File: src/rtl/mips_pkg.sv
// Shared MIPS definitions: opcode field values, link register index,
// fetch FSM encoding and word size.
package mips_pkg;

  localparam int unsigned XLEN       = 32;
  localparam int unsigned WORD_BYTES = 4;

  // instr[31:26] values consumed by the control decoder
  localparam logic [5:0] OP_R   = 6'b000000;
  localparam logic [5:0] OP_LW  = 6'b100011;
  localparam logic [5:0] OP_SW  = 6'b101011;
  localparam logic [5:0] OP_BEQ = 6'b000100;
  localparam logic [5:0] OP_J   = 6'b000010;
  localparam logic [5:0] OP_JAL = 6'b000011;

  localparam logic [4:0] LINK_REG = 5'd31;

  typedef enum logic [1:0] {
    S_BOOT = 2'd0,
    S_REQ  = 2'd1,
    S_HOLD = 2'd2,
    S_ERR  = 2'd3
  } fetch_state_e;

endpackage

File: src/rtl/mips_npc_calc.sv
// Next-PC calculation from resolved branch/jump outcomes (combinational).
//  in : ex_valid, ex_branch, ex_zero, ex_jump, ex_jal, ex_pc_plus4, ex_imm, ex_target
//  out: redirect_c (take the new PC), npc_c (redirect target)
module mips_npc_calc
  import mips_pkg::*;
(
  input  logic            ex_valid,
  input  logic            ex_branch,
  input  logic            ex_zero,
  input  logic            ex_jump,
  input  logic            ex_jal,
  input  logic [XLEN-1:0] ex_pc_plus4,
  input  logic [15:0]     ex_imm,
  input  logic [25:0]     ex_target,
  output logic            redirect_c,
  output logic [XLEN-1:0] npc_c
);

  logic            take_jump;
  logic            take_branch;
  logic [XLEN-1:0] br_off;

  // jal is a jump that also links
  assign take_jump   = ex_jump | ex_jal;
  assign take_branch = ex_branch & ex_zero;
  assign redirect_c  = ex_valid & (take_jump | take_branch);

  assign br_off = {{14{ex_imm[15]}}, ex_imm, 2'b00};

  // Jump wins over branch; branch add wraps at 32 bits
  assign npc_c = take_jump ? {ex_pc_plus4[31:28], ex_target, 2'b00}
                           : ex_pc_plus4 + br_off;

endmodule

File: src/rtl/mips_fetch_unit.sv
// Instruction fetch stage: owns the PC, fetches over a req/ack handshake,
// holds the word for decode and redirects on resolved branch/jump/jal.
//  imem_req/imem_addr/imem_ack/imem_rdata : instruction memory handshake
//  if_valid/if_ready/if_instr/if_pc/if_pc_plus4 : handoff to decode
//  ex_*      : resolution of the executing control-flow instruction
//  link_we/link_addr/link_data : $ra write for jal
//  fetch_err : sticky memory timeout flag
module mips_fetch_unit
  import mips_pkg::*;
#(
  parameter logic [31:0] RESET_PC   = 32'h0000_0000,
  parameter int unsigned WAIT_LIMIT = 16
) (
  input  logic        clk,
  input  logic        rst_n,
  output logic        imem_req,
  output logic [31:0] imem_addr,
  input  logic        imem_ack,
  input  logic [31:0] imem_rdata,
  output logic        if_valid,
  input  logic        if_ready,
  output logic [31:0] if_instr,
  output logic [31:0] if_pc,
  output logic [31:0] if_pc_plus4,
  input  logic        ex_valid,
  input  logic        ex_branch,
  input  logic        ex_zero,
  input  logic        ex_jump,
  input  logic        ex_jal,
  input  logic [31:0] ex_pc_plus4,
  input  logic [15:0] ex_imm,
  input  logic [25:0] ex_target,
  output logic        link_we,
  output logic [4:0]  link_addr,
  output logic [31:0] link_data,
  output logic        fetch_err
);

  localparam int unsigned WCW = $clog2(WAIT_LIMIT + 1);

  fetch_state_e    state_q, state_d;
  logic [31:0]     pc_q, pc_d;
  logic [WCW-1:0]  wait_q, wait_d;
  logic            drop_q, drop_d;
  logic            req_d, valid_d, err_d;
  logic [31:0]     addr_d, instr_d, ifpc_d, ifpc4_d;
  logic            redirect_c;
  logic [31:0]     npc_c;

  mips_npc_calc u_npc (
    .ex_valid    (ex_valid),
    .ex_branch   (ex_branch),
    .ex_zero     (ex_zero),
    .ex_jump     (ex_jump),
    .ex_jal      (ex_jal),
    .ex_pc_plus4 (ex_pc_plus4),
    .ex_imm      (ex_imm),
    .ex_target   (ex_target),
    .redirect_c  (redirect_c),
    .npc_c       (npc_c)
  );

  assign link_addr = LINK_REG;

  // Next-state and next-output logic. S_REQ has an issue cycle (req low,
  // address loaded from pc) followed by the wait cycles with req high.
  always_comb begin
    state_d = state_q;
    pc_d    = pc_q;
    wait_d  = wait_q;
    drop_d  = drop_q;
    req_d   = imem_req;
    addr_d  = imem_addr;
    valid_d = 1'b0;
    instr_d = if_instr;
    ifpc_d  = if_pc;
    ifpc4_d = if_pc_plus4;
    err_d   = fetch_err;

    unique case (state_q)
      S_BOOT: state_d = S_REQ;

      S_REQ: begin
        if (!imem_req) begin
          req_d  = 1'b1;
          addr_d = pc_q;
          wait_d = '0;
          // Request already launched at the old pc: mark it stale
          if (redirect_c) begin
            drop_d = 1'b1;
            pc_d   = npc_c;
          end
        end else if (imem_ack) begin
          req_d  = 1'b0;
          wait_d = '0;
          if (drop_q || redirect_c) begin
            drop_d = 1'b0;
            if (redirect_c) pc_d = npc_c;
          end else begin
            instr_d = imem_rdata;
            ifpc_d  = pc_q;
            ifpc4_d = pc_q + 32'(WORD_BYTES);
            pc_d    = pc_q + 32'(WORD_BYTES);
            valid_d = 1'b1;
            state_d = S_HOLD;
          end
        end else if (wait_q == WCW'(WAIT_LIMIT - 1)) begin
          req_d   = 1'b0;
          err_d   = 1'b1;
          state_d = S_ERR;
        end else begin
          wait_d = wait_q + WCW'(1);
          // Address must not move mid-request; retarget after the ack
          if (redirect_c) begin
            drop_d = 1'b1;
            pc_d   = npc_c;
          end
        end
      end

      S_HOLD: begin
        valid_d = 1'b1;
        if (redirect_c) begin
          pc_d    = npc_c;
          valid_d = 1'b0;
          state_d = S_REQ;
        end else if (if_ready) begin
          valid_d = 1'b0;
          state_d = S_REQ;
        end
      end

      S_ERR: begin
        req_d   = 1'b0;
        valid_d = 1'b0;
        err_d   = 1'b1;
      end

      default: state_d = S_BOOT;
    endcase
  end

  // State and registered outputs
  always_ff @(posedge clk or negedge rst_n) begin
    if (!rst_n) begin
      state_q     <= S_BOOT;
      pc_q        <= RESET_PC;
      wait_q      <= '0;
      drop_q      <= 1'b0;
      imem_req    <= 1'b0;
      imem_addr   <= RESET_PC;
      if_valid    <= 1'b0;
      if_instr    <= '0;
      if_pc       <= '0;
      if_pc_plus4 <= '0;
      fetch_err   <= 1'b0;
      link_we     <= 1'b0;
      link_data   <= '0;
    end else begin
      state_q     <= state_d;
      pc_q        <= pc_d;
      wait_q      <= wait_d;
      drop_q      <= drop_d;
      imem_req    <= req_d;
      imem_addr   <= addr_d;
      if_valid    <= valid_d;
      if_instr    <= instr_d;
      if_pc       <= ifpc_d;
      if_pc_plus4 <= ifpc4_d;
      fetch_err   <= err_d;
      // Link write is independent of fetch state
      link_we     <= ex_valid & ex_jal;
      if (ex_valid && ex_jal) link_data <= ex_pc_plus4;
    end
  end

endmodule

File: config.mk
export PLATFORM = sky130hd
export DESIGN_NAME = mips_fetch_unit
export DESIGN_NICKNAME = d
export VERILOG_FILES = /design/src/rtl/mips_pkg.sv /design/src/rtl/mips_npc_calc.sv /design/src/rtl/mips_fetch_unit.sv
export SDC_FILE = /design/constraint.sdc
export NUM_CORES = 1
export LEC_CHECK = 0
export CAP_MARGIN = 25
export CORE_MARGIN = 5
export CORE_UTILIZATION = 49
export DETAILED_ROUTE_END_ITERATION = 12
export PLACE_DENSITY = 0.77
export SYNTH_ARGS = -nofsm -noshare
export SYNTH_HDL_FRONTEND = slang
export SYNTH_SLANG_ARGS = --single-unit
File: constraint.sdc
create_clock -name clk -period 3 [get_ports clk]
set_input_delay 0.3 -clock clk [delete_from_list [all_inputs] [get_ports clk]]
set_output_delay 0.3 -clock clk [all_outputs]
set_load 0.02 [all_outputs]
* Word level (Yosys, flattened, before mapping)
Cells that the tools add are included. W data, S select, Z words.
Storage, ports and cells: flip-flop bits (word level) 204, output and inout bits 169, word-level logic and storage cells 85
Cells by class: reduce and logical (&&, ||, !) cells 13, equality and inequality tests 13, bitwise gates (word level) 7, add/subtract/negate cells 3, multiplexer cells 36
Operators by type and width (number):
- $mux W32 | 6
- $pmux W32 S2 | 1
- $add A32 B3 Y32 const B | 1
- $add A32 B32 Y32 | 1
- $mux W1 | 16
- $mux W5 | 3
- $mux W2 | 6
- $ne A3 B3 Y1 const B | 4
- $reduce_and A4 Y1 | 2
- $ne A2 B2 Y1 const B | 3
- $pmux W1 S2 | 3
- $pmux W2 S3 | 1
- $reduce_and A2 Y1 | 3
- $add A5 B1 Y5 const B | 1
- $eq A5 B4 Y1 const B | 1
- $reduce_and A5 Y1 | 1
- $eq A2 B2 Y1 const B | 2
- $ne A4 B4 Y1 const B | 1
- $reduce_bool A2 Y1 | 2
- $and A1 B1 Y1 | 3
- $ne A3 B2 Y1 const B | 1
- $reduce_and A3 Y1 | 1
- $reduce_bool A3 Y1 | 1
- $eq A2 B1 Y1 const B | 1
- 5 further kinds | 7

* Logic depth before layout (Yosys ltp)
word-level depth 8, depth in mapped cells 12, depth with buffers taken out 12

* Cells and area by module
Synthesis repeated with hierarchy kept, for this count alone.
Second synthesis, totals: cell total of the unflattened synthesis 1026, area total of the unflattened synthesis 10736.5 um^2
By module, submodules not included:
- mips_fetch_unit | cells an instance 762, instances 1, area each 8963.6 um^2
- mips_npc_calc | cells an instance 264, instances 1, area each 1773.0 um^2

* Worst setup path before layout
Ideal clock, no wire load.
path kind input to register, start input port ex_pc_plus4[2], end register pc_q[28], slack 295 ps, arrival time 2566 ps, stages 12, path buffers 0, cell sequence ha_1 > fa_1 > a21o_1 > a21oi_1 > o211a_1 > o31a_1 > o21ai_1 > a21o_1 > a221oi_2 > a21oi_1 > xnor2_1 > o21ai_0
On the way: word-level cells in the longest chain between the ends 7, elaborated cells on any way between the ends 8
RTL lines:
- from (decl) | RTL line mips_fetch_unit.sv:30 | input logic [31:0] ex_pc_plus4,
- $add A32 B32 Y32 (*) | RTL line mips_npc_calc.sv:32 | : ex_pc_plus4 + br_off;
- $mux W32 (*) | RTL line mips_npc_calc.sv:31 | assign npc_c = take_jump ? {ex_pc_plus4[31:28], ex_target, 2'b00}
- $mux W32 (*)
- $mux W32, on equally long branches | RTL line mips_fetch_unit.sv:107, mips_fetch_unit.sv:96
- $mux W32 | RTL line mips_fetch_unit.sv:93 | end else if (imem_ack) begin
- $mux W32 | RTL line mips_fetch_unit.sv:84 | if (!imem_req) begin
- $pmux W32 S2 (*) | RTL line mips_fetch_unit.sv:80 | unique case (state_q)
- to (signal assigned) | RTL line mips_fetch_unit.sv:161 | pc_q <= pc_d;
- to (decl) | RTL line mips_fetch_unit.sv:42 | logic [31:0] pc_q, pc_d;
Every way passes the cells marked *; elsewhere a longest branch is shown, timed or not. The select of a mux whose other input is x is not followed. A chain may end at the register's enable or synchronous reset.

* Worst setup path after layout
start register pc_q[2], end register pc_q[26]
On the way: word-level cells in the longest chain between the ends 5
RTL lines:
- $add A32 B3 Y32 | RTL line mips_fetch_unit.sv:103 | pc_d = pc_q + 32'(WORD_BYTES);
- $mux W32 | RTL line mips_fetch_unit.sv:96 | if (drop_q || redirect_c) begin
- $mux W32 | RTL line mips_fetch_unit.sv:93
- $mux W32 | RTL line mips_fetch_unit.sv:84
- $pmux W32 S2 | RTL line mips_fetch_unit.sv:80
No other way between the ends.

==> flow_summary.json <==
{
  "cts.sinks": 202,
  "peakVddDrop_uv": 459.9,
  "io_pins": 284,
  "postSynth.asyncResetShare_pct": 100.0,
  "die_w_um": 155.8,
  "syn_area_um2": 10410,
  "period_minus_slack_ns": 2.773,
  "nNetsFinal": 1557,
  "r2r_end": "pc_q[26]$_DFFE_PN0P_",
  "root_buffer": "clkbuf_16",
  "period_share_pct": 92.44,
  "place_congestion": 0.9195,
  "place_ws_ns": -0.2975,
  "crit_fanout": 7,
  "syn_inst": 1106,
  "wl_per_cell_um": 17.94,
  "cp-startpoint": "pc_q[2]$_DFFE_PN0P_",
  "drtPass1Iterations": 5,
  "ys_types": 67,
  "cts_buffer_depth": 3,
  "relSlewSlack_pct": 35.19,
  "r2r-start": "pc_q[2]$_DFFE_PN0P_",
  "timing_hold_violations_final": 0,
  "cp-start-kind": "flip-flop",
  "yosysWarnings": 0,
  "worstSetupEndpointType": "flip-flop",
  "p_leak_nw": 6.542,
  "yosysSeqAreaShare_pct": 48.53,
  "yosys-top-cells-area": "dfrtp_1 49%, nand2_1 10%, mux2_2 6.7%",
  "grt_overflow": 0,
  "p_per_area_nw_per_um2": 898.1,
  "synth-seq-cells": 202,
  "final_cells": 1695,
  "grt_max_degree": 88,
  "vias": 9175,
  "finalWorstSetupSlack_ns": 0.2268,
  "cts_setup_buffers": 0,
  "grt_pass1_wl_um": 48440,
  "total_power_mw": 13.03,
  "syn_to_final_growth_pct": 39.27,
  "final_common_cell": "nand2_1",
  "portBuffers": 278,
  "synth_area_per_cell_um2": 9.417,
  "grt_use_total_pct": 24.44,
  "r2r_slack_ns": 0.23,
  "cts-buffers-inserted": 23,
  "drt_iter0_markers": 611,
  "r2r_cells": 11,
  "antenna_found_initial": 1,
  "synthFlopType": "dfrtp_1",
  "fp.dieH_um": 155.8,
  "critPathKind": "reg -> reg",
  "hpwl_um": 22740,
  "cap_violations": 0,
  "drc": 0,
  "crit_arrival_ns": 3.16,
  "drive_gt1_share_pct": 12.46,
  "rows": 53,
  "cts_tree": "yes",
  "layout_common_cells": "288 x nand2_1, 277 x clkdlybuf4s50_1, 202 x dfrtp_1",
  "slew_viol_final": 0,
  "placed_cells": 1655,
  "endpoint": "pc_q[26]$_DFFE_PN0P_",
  "antenna_left": 0,
  "h-tree-depth": 1,
  "clk_pin_slew_ns": 0.06,
  "holdCritPathClass": "in -> async",
  "synth.top_cell.area_share_pct": 48.53,
  "start_util_pct": 49.70,
  "antenna_cells": 0,
  "grt_pass1_vias": 9280,
  "cp.required_ns": 3.38,
  "fin_skew_ns": 0.01285,
  "synth_top_area_cell": "dfrtp_1",
  "setup_violations": 0,
  "finalWirelength_um": 30410,
  "worst_pin_slew_ns": 0.9721,
  "die_area_um2": 24270,
  "core-area_um2": 20960,
  "outcome": "complete, no violations",
  "synth_edf_count": 0,
  "fin_setup_tns_ns": 0,
  "rsz0062_at_grt": "no",
  "avgViaCountPerCell": 5.413,
  "fillers": 1631,
  "fmax_mhz": 360.6,
  "clk_latency_ns": 0.52
}
worst min path at each step:
stage,to,cells past startpoint
6_report,if_instr[0]$_DFFE_PN0P_,2
5_1_grt,if_instr[31]$_DFFE_PN0P_,3
4_1_cts,if_instr[31]$_DFFE_PN0P_,3
3_5_place_dp,if_instr[0]$_DFFE_PN0P_,1
3_3_place_gp,if_instr[0]$_DFFE_PN0P_,1
2_1_floorplan,drop_q$_DFFE_PN0P_,0
registers in the layout, indices dropped and copies added, names as in the netlist, 2 cells and up:
register     flops
imem_addr       32
wait_q           5
if_instr        32
state_q          2
pc_q            32
link_data       32
if_pc           32
if_pc_plus4     30
per-layer routing:
layer | wire length [µm] | global-route usage, % | up-vias
li1 | - | - | 4400
met1 | 13030 | 33.44 | 4350
met2 | 14090 | 40.11 | 374
met3 | 2645 | 5.465 | 49
met4 | 635 | 5.544 | 2
met5 | 14 | 0 | -
what timing repair did:
item                                   CTS  global route
endpoints found under the hold margin   66             0
resized for setup                        0             2
setup endpoints to repair                0             1
hold buffers                             1             0
area by class of cell:
type	instances	area (µm²)	share of cell area [%]
Sequential cell	202	5055	34.85
Multi-Input combinational cell	822	5027	34.66
Timing Repair Buffer	336	3263	22.50
Clock buffer	33	663.1	4.572
Tap cell	275	344.1	2.372
Inverter	21	78.83	0.5434
Clock inverter	6	73.82	0.5089
synthesized netlist by cell type (4+ instances only):
cell type,count
buf_1,6
a22o_1,4
mux2i_1,5
a31oi_1,6
a222oi_1,4
dfrtp_1,202
inv_1,21
nor2b_1,4
a21o_1,22
mux2_2,62
o31ai_1,4
o21ai_1,10
a21oi_1,55
nand4_1,7
xnor2_1,27
xor2_1,24
nand3_1,16
a211oi_1,5
nand2_1,288
clkbuf_1,41
o21bai_1,4
ha_1,35
nor2_1,44
o21ai_0,93
o22a_1,4
nand2b_1,4
buf_4,13
and3_1,13
o22ai_1,8
nor3_1,15
a32oi_1,4
a221oi_1,4
worst max-delay path, stage by stage (launching register included):
cell	delay [ns]
dfrtp_1	0.46
ha_1	0.28
nand3_1	0.22
nor2_4	0.16
and4_4	0.29
nand3_4	0.14
nor2_2	0.14
and2_4	0.20
nand3_4	0.09
mux2_4	0.32
a222oi_1	0.23
o21ai_1	0.11
per-stage QoR:
step	hold WS (ns)	instance area [µm²]	util, %
after CTS	0.2896	14490	69.14
after detailed placement	0.2879	13740	65.58
after global routing	0.3136	14510	69.22
after floorplan	0.004409	10430	-
final	0.3078	14510	69.22
after global placement	0.2911	13740	65.58
cell families after synthesis:
logic type	synth area share [%]
buffers and inverters	3.748
adder cells (fa/ha/maj)	4.397
AO/OA/AOI/OAI	14.25
flip-flops	48.53
XOR/XNOR	4.289
AND/OR/NAND/NOR	17.42
multiplexers	7.328
other	0.03601
where the power goes:
group	internal (mW)	total, mW	switching (mW)
sequential	3.75	4.66	0.916
combinational	2.69	5.63	2.94
clock	1.62	2.73	1.10
total	8.06	13.0	4.96
Note: power is estimated with default switching activity, not from simulation.
